==> src/rtl/mmio_bridge.sv <==
// mmio_bridge: CPU data-port decoder for on-chip data RAM and the board
// peripheral registers (LED, 7-segment, switches/buttons), plus a prescaled
// 32-bit timer with a compare-match interrupt.
module mmio_bridge #(
    parameter int unsigned PRESC  = 50,
    parameter int unsigned RAM_AW = 10
) (
    input  logic              clk,
    input  logic              rst,
    input  logic              mem_w,
    input  logic [3:0]        wea,
    input  logic [31:0]       Addr_out,
    input  logic [31:0]       Data_out,
    output logic [31:0]       Data_in,
    output logic [RAM_AW-1:0] ram_addr,
    output logic [3:0]        ram_we,
    output logic [31:0]       ram_din,
    input  logic [31:0]       ram_dout,
    input  logic [15:0]       sw,
    input  logic [4:0]        btn,
    output logic [31:0]       led,
    output logic [31:0]       seg,
    output logic              irq
);

    // Register word addresses (byte address >> 2)
    localparam logic [29:0] SEG_W  = 30'h3800_0000;
    localparam logic [29:0] LED_W  = 30'h3C00_0000;
    localparam logic [29:0] INP_W  = 30'h3C00_0001;
    localparam logic [29:0] CNT_W  = 30'h3C00_0004;
    localparam logic [29:0] CMP_W  = 30'h3C00_0005;
    localparam logic [29:0] CTRL_W = 30'h3C00_0006;
    localparam logic [29:0] STAT_W = 30'h3C00_0007;

    localparam int unsigned PW    = (PRESC > 1) ? $clog2(PRESC) : 1;
    localparam logic [PW-1:0] PLAST = PW'(PRESC - 1);

    logic [29:0]   wa;
    logic          is_ram;
    logic          wr_led, wr_seg, wr_cnt, wr_cmp, wr_ctrl, wr_stat;
    logic [31:0]   cnt, cmp, cnt_tick, cnt_next;
    logic [2:0]    ctrl;
    logic          match;
    logic [PW-1:0] pcnt;
    logic          tick, hit, en_rise;
    logic [15:0]   sw_m, sw_s;
    logic [4:0]    btn_m, btn_s;

    // Byte offset bits take no part in register selection
    logic unused_addr_lsb;
    assign unused_addr_lsb = &{1'b0, Addr_out[1:0]};

    function automatic logic [31:0] merge(input logic [31:0] old,
                                          input logic [31:0] din,
                                          input logic [3:0]  be);
        logic [31:0] r;
        r = old;
        for (int unsigned i = 0; i < 4; i++)
            if (be[i]) r[8*i +: 8] = din[8*i +: 8];
        return r;
    endfunction

    assign wa       = Addr_out[31:2];
    assign is_ram   = (Addr_out[31:12] == '0);
    assign wr_led   = mem_w && (wa == LED_W);
    assign wr_seg   = mem_w && (wa == SEG_W);
    assign wr_cnt   = mem_w && (wa == CNT_W);
    assign wr_cmp   = mem_w && (wa == CMP_W);
    assign wr_ctrl  = mem_w && (wa == CTRL_W) && wea[0];
    assign wr_stat  = mem_w && (wa == STAT_W) && wea[0];

    assign ram_addr = Addr_out[RAM_AW+1:2];
    assign ram_we   = (mem_w && is_ram) ? wea : '0;
    assign ram_din  = Data_out;

    assign tick     = ctrl[0] && (pcnt == PLAST);
    assign hit      = (cnt == cmp);
    assign en_rise  = wr_ctrl && Data_out[0] && !ctrl[0];
    assign irq      = match & ctrl[2];

    // Tick result first, then CPU-written bytes override it lane by lane
    always_comb begin
        cnt_tick = cnt;
        if (tick) cnt_tick = (hit && ctrl[1]) ? '0 : cnt + 32'd1;
        cnt_next = wr_cnt ? merge(cnt_tick, Data_out, wea) : cnt_tick;
    end

    // Read-data multiplexer, zero latency
    always_comb begin
        Data_in = '0;
        if (is_ram) begin
            Data_in = ram_dout;
        end else begin
            case (wa)
                SEG_W:   Data_in = seg;
                LED_W:   Data_in = led;
                INP_W:   Data_in = {11'b0, btn_s, sw_s};
                CNT_W:   Data_in = cnt;
                CMP_W:   Data_in = cmp;
                CTRL_W:  Data_in = {29'b0, ctrl};
                STAT_W:  Data_in = {31'b0, match};
                default: Data_in = '0;
            endcase
        end
    end

    // Two-flop synchronisers for the board inputs
    always_ff @(posedge clk or posedge rst) begin
        if (rst) begin
            {btn_m, sw_m} <= '0;
            {btn_s, sw_s} <= '0;
        end else begin
            {btn_m, sw_m} <= {btn, sw};
            {btn_s, sw_s} <= {btn_m, sw_m};
        end
    end

    // Byte-writable LED and 7-segment registers
    always_ff @(posedge clk or posedge rst) begin
        if (rst) begin
            led <= '0;
            seg <= '0;
        end else begin
            if (wr_led) led <= merge(led, Data_out, wea);
            if (wr_seg) seg <= merge(seg, Data_out, wea);
        end
    end

    // Timer state: prescaler, counter, compare, control and match flag
    always_ff @(posedge clk or posedge rst) begin
        if (rst) begin
            pcnt  <= '0;
            cnt   <= '0;
            cmp   <= '1;
            ctrl  <= '0;
            match <= 1'b0;
        end else begin
            if (en_rise)
                pcnt <= '0;
            else if (ctrl[0])
                pcnt <= tick ? '0 : pcnt + PW'(1);
            cnt <= cnt_next;
            if (wr_cmp)  cmp  <= merge(cmp, Data_out, wea);
            if (wr_ctrl) ctrl <= Data_out[2:0];
            // A match set in the same cycle as a clear takes priority
            if (tick && hit)
                match <= 1'b1;
            else if (wr_stat && Data_out[0])
                match <= 1'b0;
        end
    end

endmodule

==> config.mk <==
export PLATFORM = sky130hd
export DESIGN_NAME = mmio_bridge
export DESIGN_NICKNAME = d
export VERILOG_FILES = /design/src/rtl/mmio_bridge.sv
export SDC_FILE = /design/constraint.sdc
export NUM_CORES = 1
export LEC_CHECK = 0
export CAP_MARGIN = 10
export CORE_MARGIN = 5
export CORE_UTILIZATION = 50
export CTS_BUF_LIST = sky130_fd_sc_hd__clkbuf_2 sky130_fd_sc_hd__clkbuf_4 sky130_fd_sc_hd__clkbuf_8
export CTS_CLUSTER_DIAMETER = 60
export DETAILED_ROUTE_END_ITERATION = 16
export PLACE_DENSITY = 0.93
export SYNTH_ARGS = -nofsm -noshare
export SYNTH_HDL_FRONTEND = slang
export SYNTH_SLANG_ARGS = --single-unit
==> constraint.sdc <==
create_clock -name clk -period 7.1 [get_ports clk]
set_clock_uncertainty 0.15 [all_clocks]
set_input_delay 1.42 -clock clk [delete_from_list [all_inputs] [get_ports clk]]
set_output_delay 1.42 -clock clk [all_outputs]
set_load 0.02 [all_outputs]
# Word-level counts from Yosys, hierarchy flattened
# Index checks and enable logic that the tools add are counted.
# Widths: inputs -> output; s select.
totals:
  elab_cells: 78
  register_bits: 180
  input_bits: 124
  output_inout_bits: 143
classes:
  muxes: 15
  n_reduce_logical: 31
  bitwise_logic: 1
  eq_ne: 9
  n_addsub: 2
ops:
  columns: ["cell", "count"]
  rows:
  - ["$pmux 32 s7", 1]
  - ["$eq 30x30->1 const B", 7]
  - ["$mux 32", 4]
  - ["$add 32x1->32 const B", 1]
  - ["$eq 32x32->1", 1]
  - ["$mux 8", 4]
  - ["$reduce_and 2->1", 12]
  - ["$logic_not 20->1", 1]
  - ["$mux 6", 3]
  - ["$logic_and 1x1->1", 15]
  - ["$add 6x1->6 const B", 1]
  - ["$eq 6x6->1 const B", 1]
  - ["$mux 4", 1]
  - ["$reduce_bool 2->1", 2]
  - ["$mux 1", 2]
  - ["$and 1x1->1", 1]
  - ["$logic_not 1->1", 1]

# Depth between registers and ports, before layout
logic_depth:
  depth_word: 6
  depth_mapped: 10
  depth_no_buf: 9

# Worst setup path before layout
# OpenSTA, ideal clock, no wires.
synth_timing:
  path_kind: "in2out"
  startpoint: "in Addr_out[23]"
  endpoint: "out Data_in[11]"
  n_path_buf: 1
  arrival_time_ns: 3.309
  required_time_ns: 5.530
  cell_stages: 6
  slack_ns: 2.221
  path_cell_list: "nor4_2 > nand2_2 > nor3_2 > clkbuf_1 > a22oi_1 > o21ai_0"
synth_between:
  elab_chain_cells: 3
  elab_cells_between_ends: 10
  classes_between: "eq/ne: 7; mux: 2; reduce/logical: 1"
synth_lines:
  columns: ["element", "line_no", "rtl"]
  rows:
  - ["start, declared", "12", "input logic [31:0] Addr_out,"]
  - ["$eq 30x30->1", "94", "case (wa)"]
  - ["$pmux 32 s7", "94", null]
  - ["$mux 32 (*)", "91", "if (is_ram) begin"]
  - ["end, declared", "14", "output logic [31:0] Data_in,"]
# Mark *: on every way between the ends. The rest lies on a longest branch, timed or not.

# Worst setup path in the final report
layout_timing:
  startpoint: "in Addr_out[17]"
  endpoint: "out Data_in[0]"
# The elaborated chain is that of the path after synthesis.

==> impl_results.html <==
<table>
<tr><th>Metric</th><th>Value</th></tr>
<tr><th colspan="2">Status</th></tr>
<tr><td>Outcome</td><td>complete, no violations</td></tr>
<tr><th colspan="2">Clock tree</th></tr>
<tr><td>Number of buffers on the longest clock path</td><td>2</td></tr>
<tr><td>H-Tree Depth</td><td>4</td></tr>
<tr><td>Total of cells resized after clock tree synthesis</td><td>0</td></tr>
<tr><td>Post CTS Setup Buffer Count</td><td>0</td></tr>
<tr><td>Clock transition at the registers of the reported paths</td><td>0.10 ns</td></tr>
<tr><td>Number of buffers added by the clock tree synthesis step</td><td>17</td></tr>
<tr><td>Clock latency on the worst-skew pair</td><td>0.47 ns</td></tr>
<tr><td>Clock tree root buffer cell</td><td>sky130_fd_sc_hd__clkbuf_8</td></tr>
<tr><td>Number of clock sinks</td><td>180</td></tr>
<tr><td>CTS tree</td><td>done</td></tr>
<tr><td>Number of buffers inserted for hold repair after clock tree synthesis</td><td>0</td></tr>
<tr><th colspan="2">Timing</th></tr>
<tr><td>Final count of hold timing violations</td><td>0</td></tr>
<tr><td>Number of endpoints failing setup at the final stage</td><td>0</td></tr>
<tr><td>Final critical-path share of the clock period</td><td>89.9%</td></tr>
<tr><td>RSZ-0062 raised after global routing</td><td>false</td></tr>
<tr><td>Slew at the pin closest to its max-slew limit</td><td>0.971 ns</td></tr>
<tr><td>Highest achievable clock rate</td><td>0.157 GHz</td></tr>
<tr><td>Least setup slack across all paths after layout</td><td>0.720 ns</td></tr>
<tr><td>Summed negative setup slack over all endpoints</td><td>0 ns</td></tr>
<tr><td>Worst slew margin relative to its limit</td><td>35.3%</td></tr>
<tr><td>Slew Viols, Final</td><td>0</td></tr>
<tr><td>Final critical delay including setup and external delays</td><td>6.38 ns</td></tr>
<tr><th colspan="2">Setup path</th></tr>
<tr><td>Critical path class</td><td>input port to primary output</td></tr>
<tr><td>Worst flop-to-flop path startpoint</td><td>pcnt[1]$_DFFE_PP0P_</td></tr>
<tr><td>Flop2flop setup slack</td><td>3.87 ns</td></tr>
<tr><td>Reg-to-reg endpoint</td><td>cnt[21]$_DFF_PP0_</td></tr>
<tr><td>Required time at the endpoint of the critical path</td><td>5.53 ns</td></tr>
<tr><td>CP endpoint</td><td>Data_in[0]</td></tr>
<tr><td>Crit end category</td><td>primary output</td></tr>
<tr><td>Kind of launch point of the worst setup path</td><td>input port</td></tr>
<tr><td>Origin of the worst setup path</td><td>Addr_out[17]</td></tr>
<tr><td>Register-to-Register Path Depth</td><td>9</td></tr>
<tr><td>Critical path peak fanout</td><td>23</td></tr>
<tr><td>Arrival time at the worst endpoint</td><td>4.81 ns</td></tr>
<tr><th colspan="2">Yosys</th></tr>
<tr><td>Number of synthesized register bits</td><td>180</td></tr>
<tr><td>Post-synth net total</td><td>977</td></tr>
<tr><td>Syn. warnings</td><td>0</td></tr>
<tr><td>Synth unique cells</td><td>48</td></tr>
<tr><td>Cell count after synthesis</td><td>850</td></tr>
<tr><td>Sequential fraction of the synthesis area</td><td>48.7%</td></tr>
<tr><td>Cell area after technology mapping</td><td>0.00933 sq mm</td></tr>
<tr><td>Post-synthesis async set-or-reset flop share</td><td>100%</td></tr>
<tr><td>Leading register cell type out of synthesis</td><td>sky130_fd_sc_hd__dfrtp_1</td></tr>
<tr><td>Post-synth EDFFs</td><td>0</td></tr>
<tr><td>Mean post-synth cell area</td><td>11.0 sq um</td></tr>
<tr><th colspan="2">Global routing</th></tr>
<tr><td>Layer with the highest usage</td><td>met2</td></tr>
<tr><td>All-layer global routing usage</td><td>26.4%</td></tr>
<tr><td>Vias in the first global route</td><td>8077</td></tr>
<tr><td>Met2 Track Usage GR</td><td>45.2%</td></tr>
<tr><td>Global-route track usage on met1</td><td>32.7%</td></tr>
<tr><td>Maximum number of pins on one net before global-route repair</td><td>77</td></tr>
<tr><td>Antenna violations before repair</td><td>0</td></tr>
<tr><td>First-pass GRT wire length</td><td>44.9 mm</td></tr>
<tr><td>Met3 capacity usage during global routing</td><td>6.39%</td></tr>
<tr><td>Sum of overflow across all layers after global routing</td><td>0</td></tr>
<tr><th colspan="2">Finish</th></tr>
<tr><td>Layout filler cell count</td><td>1366</td></tr>
<tr><td>Antenna Cells</td><td>0</td></tr>
<tr><td>Nets</td><td>1184</td></tr>
<tr><td>Final instance area</td><td>0.0122 sq mm</td></tr>
<tr><td>Share of the core filled with cells in the final layout</td><td>66.1%</td></tr>
<tr><td>Share of layout cells above drive strength 1</td><td>18.0%</td></tr>
<tr><td>Multi-input gate area in the final layout</td><td>0.00421 sq mm</td></tr>
<tr><td>Most common cell after layout, fill and taps aside</td><td>sky130_fd_sc_hd__clkdlybuf4s50_1</td></tr>
<tr><td>Area used by sequential logic in the layout</td><td>0.00454 sq mm</td></tr>
<tr><td>Commonest cells after routing, fill and taps aside</td><td>sky130_fd_sc_hd__clkdlybuf4s50_1 (264), sky130_fd_sc_hd__dfrtp_1 (148), sky130_fd_sc_hd__nand2_1 (92)</td></tr>
<tr><td>Area overhead of the layout relative to synthesis</td><td>31.2%</td></tr>
<tr><th colspan="2">Route</th></tr>
<tr><td>Routed wire length</td><td>28.4 mm</td></tr>
<tr><td>Vias</td><td>7719</td></tr>
<tr><td>Via density</td><td>5.92</td></tr>
<tr><td>Final routed DRC violation total</td><td>0</td></tr>
<tr><td>Initial DRC Count</td><td>641</td></tr>
<tr><td>Routed wire length per instance</td><td>21.8 um</td></tr>
<tr><td>Number of detailed-routing iterations run before antenna repair</td><td>7</td></tr>
<tr><td>Remaining antenna violation count</td><td>0</td></tr>
<tr><th colspan="2">Placement</th></tr>
<tr><td>Placed Instance Area</td><td>0.0118 sq mm</td></tr>
<tr><td>Placed wire-length estimate</td><td>21.1 mm</td></tr>
<tr><td>Setup slack at placement</td><td>0.673 ns</td></tr>
<tr><td>Number of buffers added on ports</td><td>264</td></tr>
<tr><td>Final Wtd Congestion</td><td>0.888</td></tr>
<tr><th colspan="2">Power</th></tr>
<tr><td>Worst voltage drop across the vdd grid</td><td>119 uV</td></tr>
<tr><td>Pwr dens</td><td>157 mW/mm^2</td></tr>
<tr><td>Leakage power total</td><td>5.10 nW</td></tr>
<tr><td>Total Power</td><td>1.93 mW</td></tr>
<tr><th colspan="2">Floorplan</th></tr>
<tr><td>Total Die Area</td><td>0.0215 sq mm</td></tr>
<tr><td>Number of top-level design ports</td><td>267</td></tr>
<tr><td>Initial Util</td><td>50.4%</td></tr>
<tr><td>Core Area</td><td>0.0185 sq mm</td></tr>
<tr><td>Core Rows</td><td>50</td></tr>
<tr><td>Chip Width</td><td>147 um</td></tr>
<tr><td>Die height</td><td>147 um</td></tr>
<tr><th colspan="2">Hold path</th></tr>
<tr><td>Worst min-delay path category</td><td>register to register</td></tr>
<tr><th colspan="2">Job</th></tr>
<tr><td>Total of max-cap violations</td><td>0</td></tr>
</table>
## power by group
part	total, mW	internal (mW)	leakage, nW	switching (mW)
Clock	0.714	0.331	0.194	0.383
Combinational	0.173	0.0922	2.77	0.0805
Sequential	1.04	1.04	2.13	0.00295
## cell type report
cell class              instances  area share [%]
clock buffers                  19            2.08
clock inverters                13            1.21
well taps                     234            2.39
flip-flops and latches        180            37.1
repair buffers                278            22.4
inverters                      11           0.378
multi-input cells             569            34.4
## synthesized netlist by cell type (all sizes together) (2+ instances only)
cell type    n  area, sq um
dfrtp      148         3700
inv         11         41.3
nor2b        3         18.8
nand3       28          160
nor3        17          128
mux2i       16          160
nand4       19          119
and2        10         62.6
xnor2       54          473
mux2       109         1240
or2          2         12.5
nor4        10         93.8
buf         64          443
ha           3         37.5
a22o         3         26.3
a221o       10          100
xor2         7         61.3
a21oi       13         65.1
a22oi       18          135
or4          2         18.8
dfstp       32          841
a222oi      23          230
nand2       96          370
clkbuf      26         97.6
and4        10         87.6
o21ai       74          370
and3        15         93.8
nor2        19         73.8
or3          2         12.5
## metrics by stage
step	hold slack (ns)	instances
5_1_grt	0.210	1304
6_report	0.197	1304
4_1_cts	0.199	1304
2_1_floorplan	0.181	850
3_3_place_gp	0.182	1272
3_5_place_dp	0.185	1272
## worst min-delay path by stage
stage,endpoint,startpoint,cells after the start
after floorplan,btn_s[0]$_DFF_PP0_,btn_m[0]$_DFF_PP0_,0
after global routing,sw_s[0]$_DFF_PP0_,sw_m[0]$_DFF_PP0_,0
after CTS,sw_s[2]$_DFF_PP0_,sw_m[2]$_DFF_PP0_,0
after detailed placement,sw_s[5]$_DFF_PP0_,sw_m[5]$_DFF_PP0_,0
after global placement,btn_s[1]$_DFF_PP0_,btn_m[1]$_DFF_PP0_,0
final,sw_s[2]$_DFF_PP0_,sw_m[2]$_DFF_PP0_,0
## critical path, cell delays in order
cell and delay (ns):
sky130_fd_sc_hd__clkdlybuf4s50_1 0.41, sky130_fd_sc_hd__nor4_2 0.27, sky130_fd_sc_hd__nand2_1 0.21, sky130_fd_sc_hd__or4_4 0.74, sky130_fd_sc_hd__or3_1 0.65, sky130_fd_sc_hd__o21ai_0 0.27, sky130_fd_sc_hd__a21oi_1 0.07, sky130_fd_sc_hd__o211ai_1 0.12
sky130_fd_sc_hd__clkdlybuf4s50_1 0.64
## cell families after synthesis
logic type	share of synthesized area (%)
buffers and inverters	6.24
and+or+nand+nor	13.7
muxes	15.0
xor gates and xnor gates	5.73
DFF	48.7
AOI/OAI and AO/OA	10.2
adders and majority gates	0.402
## metal layers
layer	wire, um	vias up
met5	0	-
met4	687	0
met3	2080	47
met2	14200	338
met1	11400	3883
li1	-	3451
## registers in the layout, summed over array words and instances, names as in the netlist
signal  cells
cmp        32
cnt        32
led        32
seg        32
sw_m       16
sw_s       16
pcnt        6
btn_m       5
btn_s       5
ctrl        3
match       1
Note: power is estimated with default switching activity, not from simulation.
